--- src/rtl/axis_sync_fifo_pkt.sv ---
// -----------------------------------------------------------------------------
// axis_sync_fifo_pkt
//
// Synchronous AXI-Stream FIFO with an arbitrary (not power-of-two) depth,
// tlast carriage, an occupancy count, almost-full/almost-empty flags and a
// single-cycle flush. The slave side (sif_*) faces the producer and the master
// side (mif_*) faces the consumer. There is no fall-through path: a word pushed
// at one clock edge is presented on mif_* starting in the next cycle.
//
// Optional build macro: AXIS_FIFO_PKT_MODE_EN
//   Defined   : packet mode. mif_tvalid is held low until at least one
//               complete packet (a word with tlast=1) is buffered, or until
//               the FIFO is full. The full case keeps packets longer than
//               DEPTH from deadlocking.
//   Undefined : word mode. Any buffered word is presented immediately.
//
// Parameters
//   TDATA_WIDTH   payload width in bits (>=1)
//   DEPTH         number of entries (>=2, any integer)
//   AFULL_THRESH  almost_full  when count >= AFULL_THRESH (1..DEPTH)
//   AEMPTY_THRESH almost_empty when count <= AEMPTY_THRESH (0..DEPTH-1)
//   CNT_WIDTH     derived occupancy width, $clog2(DEPTH+1)
//
// Ports
//   clk           clock
//   rst           synchronous active-high reset
//   sif_tvalid    producer data valid
//   sif_tdata     producer payload
//   sif_tlast     producer end-of-packet
//   sif_tready    FIFO can accept (independent of mif_tready)
//   mif_tvalid    FIFO head valid
//   mif_tdata     head payload (don't-care while mif_tvalid=0)
//   mif_tlast     head end-of-packet (don't-care while mif_tvalid=0)
//   mif_tready    consumer accepts
//   invalidate    flush all contents; blocks push and pop while high
//   count         current occupancy
//   almost_full   count >= AFULL_THRESH
//   almost_empty  count <= AEMPTY_THRESH
// -----------------------------------------------------------------------------
module axis_sync_fifo_pkt #(
   parameter  int TDATA_WIDTH   = 32,
   parameter  int DEPTH         = 8,
   parameter  int AFULL_THRESH  = DEPTH - 1,
   parameter  int AEMPTY_THRESH = 1,
   localparam int CNT_WIDTH     = $clog2(DEPTH + 1)
) (
   input  logic                   clk,
   input  logic                   rst,
   input  logic                   sif_tvalid,
   input  logic [TDATA_WIDTH-1:0] sif_tdata,
   input  logic                   sif_tlast,
   output logic                   sif_tready,
   output logic                   mif_tvalid,
   output logic [TDATA_WIDTH-1:0] mif_tdata,
   output logic                   mif_tlast,
   input  logic                   mif_tready,
   input  logic                   invalidate,
   output logic [CNT_WIDTH-1:0]   count,
   output logic                   almost_full,
   output logic                   almost_empty
);

   localparam int                   PTR_W    = $clog2(DEPTH);
   localparam logic [PTR_W-1:0]     PTR_LAST = PTR_W'(DEPTH - 1);
   localparam logic [PTR_W-1:0]     PTR_ZERO = '0;
   localparam logic [PTR_W-1:0]     PTR_ONE  = PTR_W'(1);
   localparam logic [CNT_WIDTH-1:0] CNT_FULL = CNT_WIDTH'(DEPTH);
   localparam logic [CNT_WIDTH-1:0] CNT_ZERO = '0;
   localparam logic [CNT_WIDTH-1:0] CNT_ONE  = CNT_WIDTH'(1);
   localparam logic [CNT_WIDTH-1:0] CNT_AF   = CNT_WIDTH'(AFULL_THRESH);
   localparam logic [CNT_WIDTH-1:0] CNT_AE   = CNT_WIDTH'(AEMPTY_THRESH);

   // Each entry holds {tlast, tdata}.
   logic [TDATA_WIDTH:0] mem [DEPTH];

   logic [PTR_W-1:0]     wr_ptr;
   logic [PTR_W-1:0]     rd_ptr;
   logic [CNT_WIDTH-1:0] count_r;

   logic                 push;
   logic                 pop;
   logic [PTR_W-1:0]     wr_ptr_nxt;
   logic [PTR_W-1:0]     rd_ptr_nxt;

   // Explicit wrap so that any DEPTH works, not just powers of two.
   function automatic logic [PTR_W-1:0] ptr_inc(input logic [PTR_W-1:0] p);
      return (p == PTR_LAST) ? PTR_ZERO : p + PTR_ONE;
   endfunction

   assign wr_ptr_nxt = ptr_inc(wr_ptr);
   assign rd_ptr_nxt = ptr_inc(rd_ptr);

   // A full FIFO refuses the producer even if the consumer pops this cycle,
   // which keeps sif_tready free of any path from mif_tready.
   assign sif_tready = (count_r != CNT_FULL) & ~invalidate;

`ifdef AXIS_FIFO_PKT_MODE_EN
   // Number of buffered words that carry tlast, i.e. complete packets held.
   logic [CNT_WIDTH-1:0] pkt_cnt;
   logic                 pkt_in;
   logic                 pkt_out;

   assign pkt_in  = push & sif_tlast;
   assign pkt_out = pop & mif_tlast;

   always_ff @(posedge clk) begin
      if (rst || invalidate) begin
         pkt_cnt <= CNT_ZERO;
      end else begin
         case ({pkt_in, pkt_out})
            2'b10:   pkt_cnt <= pkt_cnt + CNT_ONE;
            2'b01:   pkt_cnt <= pkt_cnt - CNT_ONE;
            default: pkt_cnt <= pkt_cnt;
         endcase
      end
   end

   // Release once a whole packet is stored, or when full so that an
   // over-long packet can still drain.
   assign mif_tvalid = (count_r != CNT_ZERO) &
                       ((pkt_cnt != CNT_ZERO) | (count_r == CNT_FULL)) &
                       ~invalidate;
`else
   assign mif_tvalid = (count_r != CNT_ZERO) & ~invalidate;
`endif

   assign push = sif_tvalid & sif_tready;
   assign pop  = mif_tvalid & mif_tready;

   assign {mif_tlast, mif_tdata} = mem[rd_ptr];

   // Storage is not reset; the pointers and count define what is valid.
   always_ff @(posedge clk) begin
      if (push) begin
         mem[wr_ptr] <= {sif_tlast, sif_tdata};
      end
   end

   always_ff @(posedge clk) begin
      if (rst) begin
         wr_ptr  <= PTR_ZERO;
         rd_ptr  <= PTR_ZERO;
         count_r <= CNT_ZERO;
      end else if (invalidate) begin
         // Flush by collapsing the read pointer onto the write pointer.
         rd_ptr  <= wr_ptr;
         count_r <= CNT_ZERO;
      end else begin
         if (push) begin
            wr_ptr <= wr_ptr_nxt;
         end
         if (pop) begin
            rd_ptr <= rd_ptr_nxt;
         end
         case ({push, pop})
            2'b10:   count_r <= count_r + CNT_ONE;
            2'b01:   count_r <= count_r - CNT_ONE;
            default: count_r <= count_r;
         endcase
      end
   end

   assign count        = count_r;
   assign almost_full  = (count_r >= CNT_AF);
   assign almost_empty = (count_r <= CNT_AE);

endmodule

--- config.mk ---
export PLATFORM = sky130hd
export DESIGN_NAME = axis_sync_fifo_pkt
export DESIGN_NICKNAME = d
export VERILOG_FILES = /design/src/rtl/axis_sync_fifo_pkt.sv
export SDC_FILE = /design/constraint.sdc
export NUM_CORES = 1
export LEC_CHECK = 0
export ABC_AREA = 1
export CAP_MARGIN = 20
export CORE_MARGIN = 1
export CORE_UTILIZATION = 30
export CTS_CLUSTER_SIZE = 25
export DETAILED_ROUTE_END_ITERATION = 8
export SLEW_MARGIN = 20
export SYNTH_ARGS = -nofsm -noshare
export SYNTH_HDL_FRONTEND = slang
export SYNTH_SLANG_ARGS = --single-unit
--- constraint.sdc ---
create_clock -name clk -period 4.7 [get_ports clk]
set_clock_uncertainty 0.05 [all_clocks]
set_input_delay 0.94 -clock clk [delete_from_list [all_inputs] [get_ports clk]]
set_output_delay 0.94 -clock clk [all_outputs]
set_load 0.02 [all_outputs]
Yosys cells after proc, flatten, opt, wreduce, memory -nomap -nowiden. Memory sizes are Yosys's and may differ from the RTL's. A register that Yosys moved wholly into a read port is not among the register bits. Index checks and enable logic that the tools add are counted. Widths: inputs -> output; s select.

Flip-flop bits (word level): 10. RAM bits: 264. Bits of input ports: 38. Output and inout bits: 41. Word-level logic and storage cells: 34. Memories kept: 1.

Memory list: mem (depth 8, bits a word 33, rd ports 1, clocked after memory_dff 1, write ports 1, line 74) `logic [TDATA_WIDTH:0] mem [DEPTH];`.

Add/subtract/negate cells: 4. Order comparisons: 2. Eq/ne operators: 5. Mux-type cells: 9. Bitwise logic cells: 5. Reductions and logical operators: 5.

Operators with widths (count): $mux 3 (6); $pmux 4 s2 (1); $add 3x1->3 const B (2); $eq 3x3->1 const B (2); $add 4x1->4 const B (1); $and 1x1->1 (4); $ge 4x3->1 const B (1); $le 4x1->1 const B (1); $ne 4x4->1 const B (1); $reduce_bool 2->1 (2); $reduce_bool 4->1 (1); $sub 4x1->4 const B (1); $eq 2x1->1 const B (1); $eq 2x2->1 const B (1); $mux 1 (2); $reduce_and 2->1 (1); $reduce_or 2->1 (1); $not 1->1 (1).

Logic depth before layout (Yosys ltp). Gate-level depths: netlist of the first run.

Word-level depth: 7. Gate-level depth with buffers: 11. Gate-level depth less buffers: 11.

Worst setup path before layout of the first run. OpenSTA, ideal clock, no wires.

Kind: input -> register. Start: input invalidate. End: memory mem[6][0] (netlist name), enable pin. Setup time: 465 ps. Arrival time: 3579 ps. Required time: 4185 ps. Setup slack: 606 ps. Cell stages on the path: 4. Cell sequence: inv_1 nand3_1 buf_4 nor3_1.

Longest elaborated chain between the ends: 5.

Ends and longest elaborated chain: start, declared (line 57) `input logic invalidate,`; $not 1->1 (no source line); $and 1x1->1 (line 95) `assign sif_tready = (count_r != CNT_FULL) & ~invalidate;`; $and 1x1->1 (line 127) `assign push = sif_tvalid & sif_tready;`; $mux 1 (line 134) `if (push) begin`; $mux 1 (implied by the code) (line 135) `mem[wr_ptr] <= {sif_tlast, sif_tdata};`; end, declared (line 74).

Every way passes these cells.

==> metrics.csv, run 1 <==
stage,metric,value,unit
placed_design,port_buffers,78,
pwr,vdd_ir_drop_max,0.254,mV
grt,first_global_vias,6914,
worst_setup_path,worstPathMaxFanout,63,
sta,final-setup-viol-count,0,
clock_tree,holdBufCountCts,0,
route,first_pass_iters,5,
sta,tns,0,ns
sta,worst_pin_slew,0.719,ns
logic_synthesis,yosysMostFrequentCell,edfxtp_1,
clock_tree,cts_tree,yes,
logic_synthesis,ys_warn_count,0,
die,io_pins,79,
logic_synthesis,yosys-top-cells-area,"edfxtp_1 71%, nor2_1 7.2%, o21ai_1 5.7%",
grt,grt_use_total,13.4,%
final_layout,areaGrowthSynthToFinish,20.3,%
logic_synthesis,synth_area_per_cell,12.0,µm²
logic_synthesis,syn_nets,977,
logic_synthesis,seq_area_frac_synth,73.4,%
pwr,switchingPower,1.29,mW
logic_synthesis,synth_edf_count,264,
logic_synthesis,yosysTopAreaCell,edfxtp_1,
die,start_util,30.5,%
clock_tree,clk_pin_slew_worst_paths,0.06,ns
sta,slew_viol_final,0,
logic_synthesis,synth.cell_area,11100,µm²
route,vias,6958,
pwr,p_total,5.63,mW
final_layout,drive_gt1_share,7.85,%
grt,grt_first_pass_wirelength,39.2,mm
placed_design,gp_congestion,0.733,
worst_setup_path,critPathRequiredTime,3.71,ns
sta,whs,0.480,ns
grt,antenna_found_initial,0,
worst_setup_path,cp_top_family,buffers and inverters,
clock_tree,post_cts_buffers,0,
route,drt-vias-per-instance,4.64,
route,wl,25.0,mm
placed_design,dpl.hpwl,13.8,mm
worst_setup_path,cp_slowest_cell,clkdlybuf4s50_1,
job,drv_cap,0,
worst_setup_path,path_buf_inv,3,
worst_hold_path,hold_end,wr_ptr[1],
final_layout,post-route-util,36.6,%
final_layout,final_cells,1501,
sta,relSlewSlack,51.8,%
worst_setup_path,r2r_slack,2.05,ns
clock_tree,cts_buffer_depth,3,
grt,grt-ovfl-total,0,
sta,rsz0062_at_grt,false,
logic_synthesis,ys_ff_latch,277,
sta,period_minus_slack,3.80,ns
pwr,netSwitchingFraction,22.8,%
clock_tree,cts_inserted_buffers,29,
logic_synthesis,ys_types,21,
worst_setup_path,crit_type,reg2out,
sta,hold_viol_final,0,
route,post_drt_wl_per_cell,16.6,µm
sta,min_period_over_period,80.9,%
route,final_antenna_net_count,0,
placed_design,dp_cells,1447,
worst_hold_path,whs_path_depth,2,
grt,grt_max_degree,73,
outcome,status,"complete, no violations",
clock_tree,clock_latency,0.53,ns
logic_synthesis,synth_ff_type,edfxtp_1,
worst_setup_path,worstPathArrival,2.81,ns
pwr,power_density,420,nW/µm²
sta,max_freq,0.263,GHz
logic_synthesis,synthArstFlopShare,0,%
worst_setup_path,start_kind,register,
pwr,p_comb_share,10.3,%
pwr,p_int,4.35,mW
clock_tree,clock-root-buffer,clkbuf_16,
die,die_width,195,µm
worst_setup_path,path_cells,"inv_4, buf_4, nor2_1, o21ai_1, nand2_1, nand2_1, clkdlybuf4s50_1",
route,drcViolationCount,0,
logic_synthesis,synth_top_area_share,71.1,%
worst_setup_path,reg2regPathDepth,9,
pwr,p_seq_share,48.7,%
clock_tree,cts_resized,0,
worst_setup_path,r2r-end,count[3],
worst_setup_path,critPathMostFrequentCell,nand2_1,
die,die_area,37900,µm²
logic_synthesis,synth_top_cells_by_count,"264 x edfxtp_1, 213 x nor2_1, 126 x o21ai_1",
worst_setup_path,worstReg2RegStart,count[0],
die,die_h,195,µm
worst_hold_path,hp-class,reg2reg,
worst_hold_path,hold_start,wr_ptr[1],
clock_tree,htree_levels,1,
route,drt_iter0_drc,436,
pwr,clockPowerShare,41.0,%
clock_tree,cts.sinks,277,
worst_setup_path,critPathCaptureType,output pin,
die,coreArea,36600,µm²
worst_setup_path,max_stage_delay,0.60,ns
logic_synthesis,synthCells,930,
final_layout,num-nets-final,1057,
pwr,p_leak,4.61,nW
die,rows,70,
## cell families after synthesis
family,synth area share (%)
DFF,73.4
xor gates and xnor gates,0.0786
buffers and inverters,3.70
adders and majority gates,1.01
and+or+nand+nor,12.2
AOI/OAI and AO/OA,9.58
## power groups by stage
stage | sequential [mW] | clock (mW) | combinational [mW]
global placement | 2.80 | 0 | 0.582
CTS | 2.74 | 2.37 | 0.590
detailed placement | 2.80 | 0 | 0.587
finish | 2.74 | 2.31 | 0.577
floorplan | 2.79 | 0 | 0.350
global route | 2.75 | 2.45 | 0.646
## registers in the layout (all words and copies together), names as in the netlist, named ones only
signal,cells
mem,264
rd_ptr,3
wr_ptr,3
count,4
## area by class of cell
class	count	area [µm²]
fillers	3506	23200
flip-flops and latches	277	8200
multi-input cells	577	2590
repair buffers	102	986
clock buffers	31	733
well taps	468	586
clock inverters	22	234
inverters	23	88.8
diodes	1	2.50
## how the worst max path moves through the flow
stage	startpoint	end	slack (ns)	cells past startpoint
5_1_grt	register	mif_tdata[11]	0.65	7
6_report	register	mif_tdata[11]	0.90	7
4_1_cts	register	mif_tdata[11]	0.82	7
2_1_floorplan	invalidate	mem[6][0]	0.61	4
3_3_place_gp	invalidate	sif_tready	1.15	5
3_5_place_dp	invalidate	sif_tready	1.17	5
## worst reg2reg max path, stage by stage, from the launching register on
cell	delay, ns
dfxtp_1	0.41
inv_1	0.12
ha_1	0.25
nand3_1	0.17
nand3_1	0.48
ha_1	0.52
nor2_1	0.16
nand2_1	0.11
a21oi_1	0.20
nor2_1	0.07
## layer usage
layer	global-route usage [%]	up-vias	wire length (µm)
li1	-	3429	-
met4	4.29	0	723
met3	1.89	46	1210
met1	16.8	3333	10900
met2	23.7	150	12100
met5	0	-	0
## per-stage QoR
stage	setup WS, ns	area [µm²]
6_report	0.899	13400
5_1_grt	0.652	13400
4_1_cts	0.817	13400
3_5_place_dp	1.17	12400
3_3_place_gp	1.15	12400
2_1_floorplan	0.606	11100
## placed cells by master, fill, tap and decap left out, drive strengths merged
master           n
o21ai          204
nand2          120
inv             23
dfxtp           13
clkinv          16
diode            1
nand3            9
clkbuf          31
nor3             9
xor2             1
o21a             1
nand4            3
clkdlybuf4s50   78
edfxtp         264
bufinv           5
buf             24
ha               9
a21oi            8
clkinvlp         1
nor2           213
Note: power is estimated with default switching activity, not from simulation.
==> run 2, diff against run 1 <==
==> constraint.sdc (replaced) <==
create_clock -name clk -period 3.3 [get_ports clk]
set_clock_uncertainty 0.05 [all_clocks]
set_input_delay 0.66 -clock clk [delete_from_list [all_inputs] [get_ports clk]]
set_output_delay 0.66 -clock clk [all_outputs]
set_load 0.02 [all_outputs]
==> run 2 against run 1 <==
Core utilization increased by 0.42 points; first-iteration DRC count decreased by 6.2%; cell area increased by 1.2%; final cell count increased by 0.87%; via count decreased by 1.2%; routed wire length increased by 1.5%; setup slack got worse by 0.73 ns; non-clock buffer count increased by 14; largest cell class unchanged; largest power group unchanged; highest routed layer unchanged.
==> metrics.csv, run 2 (same netlist as run 1, synthesis figures left out) <==
stage,metric,value,unit
outcome,status,"complete, no violations",
final_layout,reg_top3,"mem x264, count x4",
sta,max_freq,0.319,GHz
clock_tree,clk_pin_slew_worst_paths,0.06,ns
clock_tree,clock_latency,0.54,ns
placed_design,gp_congestion,0.723,
worst_hold_path,hp-class,reg2reg,
route,final_antenna_net_count,0,
route,post_drt_wl_per_cell,16.7,µm
grt,grt-ovfl-total,0,
sta,period_minus_slack,3.13,ns
sta,hold_viol_final,0,
clock_tree,cts_tree,yes,
route,wl,25.4,mm
clock_tree,cts.sinks,277,
pwr,power_density,579,nW/µm²
sta,worst_pin_slew,0.564,ns
clock_tree,cts_inserted_buffers,30,
sta,final-setup-viol-count,0,
route,vias,6874,
die,rows,70,
die,die_h,195,µm
clock_tree,clock-root-buffer,clkbuf_16,
sta,slew_viol_final,0,
worst_setup_path,critPathCaptureType,output pin,
worst_setup_path,worstPathArrival,2.42,ns
pwr,vdd_ir_drop_max,0.407,mV
placed_design,dpl.hpwl,14.2,mm
route,drcViolationCount,0,
final_layout,mostFrequentLayoutCell,edfxtp_1,
clock_tree,htree_levels,1,
sta,min_period_over_period,94.9,%
placed_design,post-place-ws,0.536,ns
final_layout,num-nets-final,1072,
sta,fin_ws,0.169,ns
grt,grt_use_total,13.3,%
worst_setup_path,start_kind,register,
grt,grt_max_degree,61,
final_layout,drive_gt1_share,8.51,%
route,drt_iter0_drc,409,
grt,grt_first_pass_wirelength,39.2,mm
grt,antenna_found_initial,0,
clock_tree,holdBufCountCts,0,
die,die_width,195,µm
die,coreArea,36600,µm²
worst_setup_path,worstPathMaxFanout,36,
clock_tree,cts_buffer_depth,3,
final_layout,areaGrowthSynthToFinish,21.7,%
die,start_util,30.5,%
final_layout,largest_reg_flops,264,
placed_design,port_buffers,78,
die,io_pins,79,
pwr,p_leak,4.68,nW
final_layout,antenna_cells,0,
sta,tns,0,ns
worst_setup_path,critPathRequiredTime,2.59,ns
final_layout,regMostFlops,mem,
sta,rsz0062_at_grt,false,
worst_setup_path,crit_type,reg2out,
final_layout,mostFrequentLayoutCells,"264 x edfxtp_1, 213 x nor2_1, 126 x o21ai_1",
sta,relSlewSlack,62.4,%
grt,first_global_vias,6914,
job,drv_cap,0,
route,drt-vias-per-instance,4.54,
route,first_pass_iters,4,
die,die_area,37900,µm²
-- run 2: cell count changes in the layout (fill, tap and decap cells not counted), moves of 2 or more --
| cell | previous run | this run |
|---|---|---|
| clkbuf_1 | 2 | 10 |
| bufinv_16 | 5 | 1 |
| buf_4 | 22 | 27 |
| clkinv_1 | 7 | 5 |
| clkinv_2 | 9 | 6 |
| clkbuf_16 | 29 | 32 |
| buf_12 | 2 | 8 |
-- run 2: what timing repair did --
action,in CTS,in global routing
cloned,0,1
buffers inserted,1,4
pin swaps,0,0
resized for setup,1,1
endpoints found under the setup margin,7,25
-- run 2: metal layers --
metal | track usage, % | part of all wire, % | vias up
li1 | - | - | 3447
met4 | 3.56 | 1.8 | 0
met5 | 0 | 0 | -
met2 | 23.4 | 50 | 105
met3 | 2.03 | 3.3 | 27
met1 | 17.1 | 45 | 3295
-- run 2: worst paths after layout --
| kind | start | endpoint | slack, ns | depth (start not counted) |
|---|---|---|---|---|
| max | register | mif_tdata[13] | 0.17 | 7 |
| min reg2reg | wr_ptr[1] | wr_ptr[1] | 0.48 | 2 |
| min | wr_ptr[1] | wr_ptr[1] | 0.48 | 2 |
| max reg2reg | count[0] | mem[7][15] | 1.04 | 7 |
-- run 2: power by group --
group	total, mW	switching (mW)	internal, mW
registers	3.92	0.0270	3.89
logic	0.871	0.518	0.352
clock network	3.07	1.28	1.79
total	7.86	1.83	6.03
-- run 2: layout make-up --
| type | count | area [µm²] |
|---|---|---|
| clock buffer | 41 | 813 |
| timing repair buffer | 116 | 1210 |
| multi-input combinational | 577 | 2590 |
| sequential | 277 | 8200 |
| fill | 3493 | 23000 |
| inverter | 23 | 91.3 |
| tap | 468 | 586 |
| clock inverter | 12 | 83.8 |
-- run 2: critical path, stage by stage (launching register included) --
cell and delay [ns]:
dfxtp_4 0.41, inv_6 0.21, buf_12 0.23, nor2_1 0.06, o21ai_1 0.14, nand2_1 0.07
nand2_1 0.12, clkdlybuf4s50_1 0.62
-- run 2: stage by stage --
step / hold slack, ns / instances / power (mW) / utilization, % / instance area (µm²)
after floorplan: 0.427 / 930 / 4.48 / - / 11100
after global placement: 0.469 / 1455 / 4.84 / 34.4 / 12600
after detailed placement: 0.470 / 1455 / 4.85 / 34.4 / 12600
after CTS: 0.478 / 1509 / 7.92 / 36.8 / 13500
after global routing: 0.529 / 1514 / 8.17 / 37.1 / 13600
final: 0.475 / 1514 / 7.86 / 37.1 / 13600
